### src/rtl/gift_shop_pkg.sv
// Shared definitions for the day-2 range stream: ASCII codes, BCD field
// sizes, word layout and the packer FSM state encoding.
package gift_shop_pkg;

  localparam int DIGITS          = 10;
  localparam int BCD_W           = 4 * DIGITS;
  localparam int RANGE_W         = 2 * BCD_W;
  localparam int WORD_W          = 32;
  localparam int WORDS_PER_RANGE = 3;
  localparam int DIG_CNT_W       = $clog2(DIGITS + 1);

  // A range is {start, end}; word k is bits [32k+31:32k] of that 80-bit
  // value, zero-extended. So word0 = end[31:0],
  // word1 = {start[23:0], end[39:32]}, word2 = {16'h0, start[39:24]}.
  localparam int WORD0_LSB = 0;
  localparam int WORD1_LSB = WORD_W;
  localparam int WORD2_LSB = 2 * WORD_W;

  localparam logic [7:0] CH_0     = 8'h30;
  localparam logic [7:0] CH_9     = 8'h39;
  localparam logic [7:0] CH_DASH  = 8'h2D;
  localparam logic [7:0] CH_COMMA = 8'h2C;
  localparam logic [7:0] CH_LF    = 8'h0A;
  localparam logic [7:0] CH_CR    = 8'h0D;

  typedef enum logic [3:0] {
    S_START_DIG = 4'd0,
    S_START     = 4'd1,
    S_END_DIG   = 4'd2,
    S_END       = 4'd3,
    S_SEND0     = 4'd4,
    S_SEND1     = 4'd5,
    S_SEND2     = 4'd6,
    S_DONE      = 4'd7,
    S_ERROR     = 4'd8
  } state_t;

  function automatic logic is_digit(input logic [7:0] c);
    return (c >= CH_0) && (c <= CH_9);
  endfunction

  function automatic logic is_sep(input logic [7:0] c);
    return (c == CH_COMMA) || (c == CH_LF) || (c == CH_CR);
  endfunction

endpackage

### src/rtl/gift_shop_word_serializer.sv
// Splits one 80-bit {start,end} range into three 32-bit words, low word
// first, over a valid/ready link. A word moves when o_valid & i_ready are
// both high on a clock edge; o_valid and o_data hold until that happens.
module gift_shop_word_serializer
  import gift_shop_pkg::*;
(
  input  logic               clk,
  input  logic               rst,
  input  logic               i_load,
  input  logic [RANGE_W-1:0] i_range,
  input  logic               i_ready,
  output logic [WORD_W-1:0]  o_data,
  output logic               o_valid,
  output logic               o_xfer
);

  logic [RANGE_W-1:0] r_buf;
  logic [1:0]         r_idx;
  logic               r_valid;
  logic               w_xfer;

  assign w_xfer  = r_valid & i_ready;
  assign o_xfer  = w_xfer;
  assign o_valid = r_valid;
  assign o_data  = r_valid ? r_buf[WORD_W-1:0] : '0;

  // Load a whole range, then shift one word out per accepted transfer.
  always_ff @(posedge clk) begin
    if (rst) begin
      r_buf   <= '0;
      r_idx   <= '0;
      r_valid <= 1'b0;
    end else if (i_load) begin
      r_buf   <= i_range;
      r_idx   <= '0;
      r_valid <= 1'b1;
    end else if (w_xfer) begin
      r_buf <= {{WORD_W{1'b0}}, r_buf[RANGE_W-1:WORD_W]};
      if (r_idx == 2'(WORDS_PER_RANGE - 1)) begin
        r_idx   <= '0;
        r_valid <= 1'b0;
      end else begin
        r_idx <= r_idx + 1'b1;
      end
    end
  end

endmodule

### src/rtl/gift_shop_range_packer.sv
// Parses ASCII "a-b,c-d,...\n" text byte by byte into packed-BCD ranges and
// forwards each range as three 32-bit words to the gift-shop solver.
// Byte side: a byte moves when byte_valid & byte_ready on a clock edge.
// Word side: a word moves when valid_out & ready_in on a clock edge.
module gift_shop_range_packer
  import gift_shop_pkg::*;
#(
  parameter int COUNT_W = 16
) (
  input  logic               clk,
  input  logic               rst,
  input  logic [7:0]         byte_in,
  input  logic               byte_valid,
  input  logic               byte_last,
  output logic               byte_ready,
  output logic [WORD_W-1:0]  data_out,
  output logic               valid_out,
  input  logic               ready_in,
  output logic [COUNT_W-1:0] range_count,
  output logic               done,
  output logic               error,
  output logic [3:0]         dbg_state
);

  state_t               r_state, w_state_nxt;
  logic [BCD_W-1:0]     r_start, w_start_nxt;
  logic [BCD_W-1:0]     r_end, w_end_nxt;
  logic [DIG_CNT_W-1:0] r_digits, w_digits_nxt;
  logic                 r_last_seen, w_last_nxt;
  logic [COUNT_W-1:0]   r_count;
  logic                 w_load;
  logic                 w_count_inc;
  logic                 w_acc;
  logic                 w_ser_xfer;
  logic                 w_digit;
  logic                 w_sep;
  logic [BCD_W-1:0]     w_nib_ext;

  assign w_digit   = is_digit(byte_in);
  assign w_sep     = is_sep(byte_in);
  assign w_nib_ext = {{(BCD_W-4){1'b0}}, byte_in[3:0]};
  assign w_acc     = byte_valid & byte_ready;

  // Bytes are taken while parsing or draining after an error; never during
  // a send, after done, or while reset is held.
  assign byte_ready = !rst && ((r_state == S_START_DIG) || (r_state == S_START) ||
                               (r_state == S_END_DIG) || (r_state == S_END) ||
                               (r_state == S_ERROR));

  assign done        = (r_state == S_DONE);
  assign error       = (r_state == S_ERROR);
  assign range_count = r_count;
  assign dbg_state   = r_state;

  // State and field registers.
  always_ff @(posedge clk) begin
    if (rst) begin
      r_state     <= S_START_DIG;
      r_start     <= '0;
      r_end       <= '0;
      r_digits    <= '0;
      r_last_seen <= 1'b0;
      r_count     <= '0;
    end else begin
      r_state     <= w_state_nxt;
      r_start     <= w_start_nxt;
      r_end       <= w_end_nxt;
      r_digits    <= w_digits_nxt;
      r_last_seen <= w_last_nxt;
      if (w_count_inc) r_count <= r_count + 1'b1;
    end
  end

  // Parser next-state: digit accumulation, separators, byte_last and
  // launching the serializer with the just-completed range.
  always_comb begin
    w_state_nxt  = r_state;
    w_start_nxt  = r_start;
    w_end_nxt    = r_end;
    w_digits_nxt = r_digits;
    w_last_nxt   = r_last_seen;
    w_load       = 1'b0;
    w_count_inc  = 1'b0;
    case (r_state)
      S_START_DIG: if (w_acc) begin
        if (w_digit) begin
          w_start_nxt  = w_nib_ext;
          w_digits_nxt = DIG_CNT_W'(1);
          // A range cannot end on its first start digit.
          w_state_nxt  = byte_last ? S_ERROR : S_START;
        end else if (w_sep) begin
          if (byte_last) w_state_nxt = S_DONE;
        end else begin
          w_state_nxt = S_ERROR;
        end
      end
      S_START: if (w_acc) begin
        if (w_digit) begin
          if (r_digits == DIG_CNT_W'(DIGITS)) begin
            w_state_nxt = S_ERROR;
          end else begin
            w_start_nxt  = {r_start[BCD_W-5:0], byte_in[3:0]};
            w_digits_nxt = r_digits + 1'b1;
            if (byte_last) w_state_nxt = S_ERROR;
          end
        end else if (byte_in == CH_DASH) begin
          w_state_nxt = byte_last ? S_ERROR : S_END_DIG;
        end else begin
          w_state_nxt = S_ERROR;
        end
      end
      S_END_DIG: if (w_acc) begin
        if (w_digit) begin
          w_end_nxt    = w_nib_ext;
          w_digits_nxt = DIG_CNT_W'(1);
          if (byte_last) begin
            w_load      = 1'b1;
            w_last_nxt  = 1'b1;
            w_state_nxt = S_SEND0;
          end else begin
            w_state_nxt = S_END;
          end
        end else begin
          w_state_nxt = S_ERROR;
        end
      end
      S_END: if (w_acc) begin
        if (w_digit) begin
          if (r_digits == DIG_CNT_W'(DIGITS)) begin
            w_state_nxt = S_ERROR;
          end else begin
            w_end_nxt    = {r_end[BCD_W-5:0], byte_in[3:0]};
            w_digits_nxt = r_digits + 1'b1;
            if (byte_last) begin
              w_load      = 1'b1;
              w_last_nxt  = 1'b1;
              w_state_nxt = S_SEND0;
            end
          end
        end else if (w_sep) begin
          w_load      = 1'b1;
          w_last_nxt  = byte_last;
          w_state_nxt = S_SEND0;
        end else begin
          w_state_nxt = S_ERROR;
        end
      end
      S_SEND0: if (w_ser_xfer) w_state_nxt = S_SEND1;
      S_SEND1: if (w_ser_xfer) w_state_nxt = S_SEND2;
      S_SEND2: if (w_ser_xfer) begin
        w_count_inc = 1'b1;
        w_state_nxt = r_last_seen ? S_DONE : S_START_DIG;
      end
      S_DONE:  w_state_nxt = S_DONE;
      S_ERROR: w_state_nxt = S_ERROR;
      default: w_state_nxt = S_ERROR;
    endcase
  end

  gift_shop_word_serializer u_ser (
    .clk     (clk),
    .rst     (rst),
    .i_load  (w_load),
    .i_range ({w_start_nxt, w_end_nxt}),
    .i_ready (ready_in),
    .o_data  (data_out),
    .o_valid (valid_out),
    .o_xfer  (w_ser_xfer)
  );

endmodule

### config.mk
export PLATFORM = sky130hd
export DESIGN_NAME = gift_shop_range_packer
export DESIGN_NICKNAME = d
export VERILOG_FILES = /design/src/rtl/gift_shop_pkg.sv /design/src/rtl/gift_shop_word_serializer.sv /design/src/rtl/gift_shop_range_packer.sv
export SDC_FILE = /design/constraint.sdc
export NUM_CORES = 1
export LEC_CHECK = 0
export CAP_MARGIN = 0
export CORE_UTILIZATION = 58
export CTS_CLUSTER_DIAMETER = 50
export DETAILED_ROUTE_END_ITERATION = 7
export GPL_ROUTABILITY_DRIVEN = 0
export HOLD_SLACK_MARGIN = 0.02
export PLACE_DENSITY = 0.84
export SETUP_SLACK_MARGIN = 0.2
export SLEW_MARGIN = 0
export SYNTH_ARGS = -nofsm -noshare
export SYNTH_HDL_FRONTEND = slang
export SYNTH_SLANG_ARGS = --single-unit
### constraint.sdc
create_clock -name clk -period 3.3 [get_ports clk]
set_input_delay 0.99 -clock clk [delete_from_list [all_inputs] [get_ports clk]]
set_output_delay 0.99 -clock clk [all_outputs]
set_load 0.02 [all_outputs]
==> summary.txt <==
Synth
  – Most used flip-flop cell after synthesis: dfxtp_1
  – FF+latch count, synth: 188
  – Synth Instances: 895
  – Area leader, netlist: dfxtp_1
  – Synth warn: 0
  – EDFF count, synth: 0
  – Netlist Area Pre-Place: 0.00806 mm^2
  – Top cells by area, synth: dfxtp_1 (47%), mux2_2 (5.6%), o21ai_0 (5.0%), a21oi_1 (3.4%), a31oi_1 (3.2%)
  – Yosys cell types: 59
  – Fraction of registers with async set or reset after synthesis: 0
  – Syn Area/Cell: 9.01 um^2
  – Synth top area share: 0.467
  – Synthesized Nets: 911
  – Sequential share of the synthesized area: 0.467

Floorplan
  – Core ar.: 0.0134 mm^2
  – Full die area: 0.0144 mm^2
  – Row count: 42
  – Starting density of the core: 0.602
  – Die span in y: 120 um
  – I/O pin cnt: 69
  – Die Span X: 120 um

Worst setup path
  – Data arrival time of the worst path: 2000 ps
  – Critical path required time: 2310 ps
  – Critical Path Sink Type: primary output
  – CP Class: reg2out
  – Crit-path max FO: 4
  – Crit path launch type: flip-flop

STA
  – Crit share post-route: 0.907
  – Min Tclk post-route: 2990 ps
  – Setup tns final: 0 ps
  – Unrepaired setup endpoints after global routing: false
  – Final hold vios: 0
  – Slew @ Worst Pin: 864 ps
  – Final worst slack: 307 ps
  – Final setup viols: 0
  – Max Fclk: 334 MHz
  – Clock skew: 7.40 ps
  – Max-slew violation count: 0
  – Worst slew margin: 0.424

GRT
  – Pin count of the biggest net entering global routing: 79
  – Antenna violations before repair: 0
  – Overflow left after global routing: 0
  – Total track usage: 0.294
  – Vias in the first global route: 6471
  – First-pass GRT wire length: 33200 um

Detailed routing
  – WL/cell: 18.4 um
  – Number of remaining DRC errors: 0
  – Via density per instance: 6.20
  – Routed Wire Length: 20900 um
  – Via count: 7029
  – Post-route antenna net violation count: 0
  – DRT Pass-1 Iters: 7
  – Starting DRC count in detailed routing: 635

Clocking
  – Clk sinks: 188
  – CTS tree: built
  – Root Buffer: clkbuf_16
  – Clock-pin slew on the worst setup and hold paths: 60 ps
  – Cts bufs inserted: 17
  – Post CTS Setup Buffer Count: 0
  – Worst-Skew Late Latency: 430 ps
  – H-tree level count: 4
  – Clk buf depth: 2

Final layout
  – ANT cells: 0
  – Fin nets: 962
  – Fin area: 0.00969 mm^2
  – Fraction of layout cells with a size suffix above 1: 0.124
  – Finished Layout Cells: 1133
  – Area Growth Syn to Fin: 20.2%
  – Final Util: 0.723

Placement
  – DP HPWL: 12800 um
  – Placed Area: 0.00915 mm^2
  – Inst Count DP: 1103
  – PortBufs: 68
  – Worst setup slack after placement: -74.3 ps

Pwr
  – Power per Cell Area: 455 mW/mm^2
  – Max VDD drop: 399 uV
  – Pleak: 3.77 nW

Status
  – Run status: finished, final reports clean

Job
  – Max-cap violations: 0

Hold path
  – Hold Path Class: reg2reg
## flip-flops by register name (all words and copies together) (netlist names), 2 cells and up
| signal | count |
|---|---|
| u_ser.r_idx | 2 |
| r_digits | 4 |
| r_end | 40 |
| u_ser.r_buf | 80 |
| range_count | 16 |
| dbg_state | 4 |
| r_start | 40 |
## cell usage in the layout, fill, tap and decap left out, types with 17 or more instances in the layout
master | netlist | final
a31oi_1 | 41 | 41
buf_4 | 0 | 32
nor2_1 | 48 | 48
a21oi_1 | 55 | 55
a211oi_1 | 20 | 20
o21ai_0 | 80 | 79
a21o_1 | 19 | 19
clkdlybuf4s50_1 | 0 | 67
o21ai_1 | 20 | 20
nor2b_1 | 19 | 19
a22oi_1 | 18 | 18
nand4_1 | 19 | 19
nand2_1 | 56 | 55
clkbuf_16 | 0 | 17
and3_1 | 32 | 32
a22o_1 | 20 | 20
and2_1 | 33 | 33
dfxtp_1 | 188 | 187
mux2_2 | 40 | 40
## metrics by stage
step | hold slack, ps | power [W]
floorplan | 449 | 0.00244
global placement | 465 | 0.00252
detailed placement | 464 | 0.00252
CTS | 480 | 0.00441
global route | 498 | 0.00451
finish | 481 | 0.00441
## final timing paths
kind | to | start | slack (ps) | depth (start not counted)
min | u_ser.r_buf[49] | u_ser.r_buf[49] | 480 | 2
min reg2reg | u_ser.r_buf[49] | u_ser.r_buf[49] | 480 | 2
max reg2reg | r_start[8] | r_digits[0] | 840 | 8
max | byte_ready | dbg_state[1] | 310 | 3
## cell usage after synthesis, drive strengths merged, types with 20 or more instances
library cell  count
a211oi           20
a21oi            56
a22o             20
a31oi            41
and2             33
and3             32
clkbuf           61
dfxtp           188
mux2             40
nand2            56
nor2             48
o21ai           100
## final cells by class
cell class                      count  area [um^2]
Clock inverter                      6         61.3
Clock buffer                       24          482
Inverter                            5         18.8
Fill cell                         963         3710
Timing Repair Buffer              111         1150
Tap cell                          176          220
Sequential cell                   188         3760
Multi-Input combinational cell    623         3990
## repair_timing
| action | in CTS | in global routing |
|---|---|---|
| hold buffers | 0 | 0 |
| hold endpoints to repair | 0 | 0 |
| resized for setup | 0 | 1 |
| setup endpoints to repair | 0 | 1 |
## kinds of logic after synthesis
| group | share of synthesized area |
|---|---|
| xor+xnor | 0.0174 |
| mux | 0.0621 |
| simple gates | 0.184 |
| fa+ha+maj | 0.00466 |
| compound gates | 0.224 |
| flops | 0.467 |
| buf+inv | 0.0414 |
## routing by layer
| layer | share of wire | vias up | track usage |
|---|---|---|---|
| li1 | - | 3361 | - |
| met4 | 0.015 | 0 | 0.0922 |
| met3 | 0.069 | 35 | 0.0551 |
| met2 | 0.47 | 256 | 0.465 |
| met5 | 0 | - | 0 |
| met1 | 0.45 | 3377 | 0.406 |
## where the power goes
| part | switching [W] | total [W] | internal (W) |
|---|---|---|---|
| registers | 0.00000337 | 0.00228 | 0.00227 |
| logic | 0.000127 | 0.000200 | 0.0000728 |
| clock network | 0.000840 | 0.00193 | 0.00109 |
## critical path, cell delays in order (launching register included)
cell	delay [ps]
dfxtp_1	330
o21ai_1	310
nor3b_1	280
clkdlybuf4s50_1	640
Note: power is estimated with default switching activity, not from simulation.
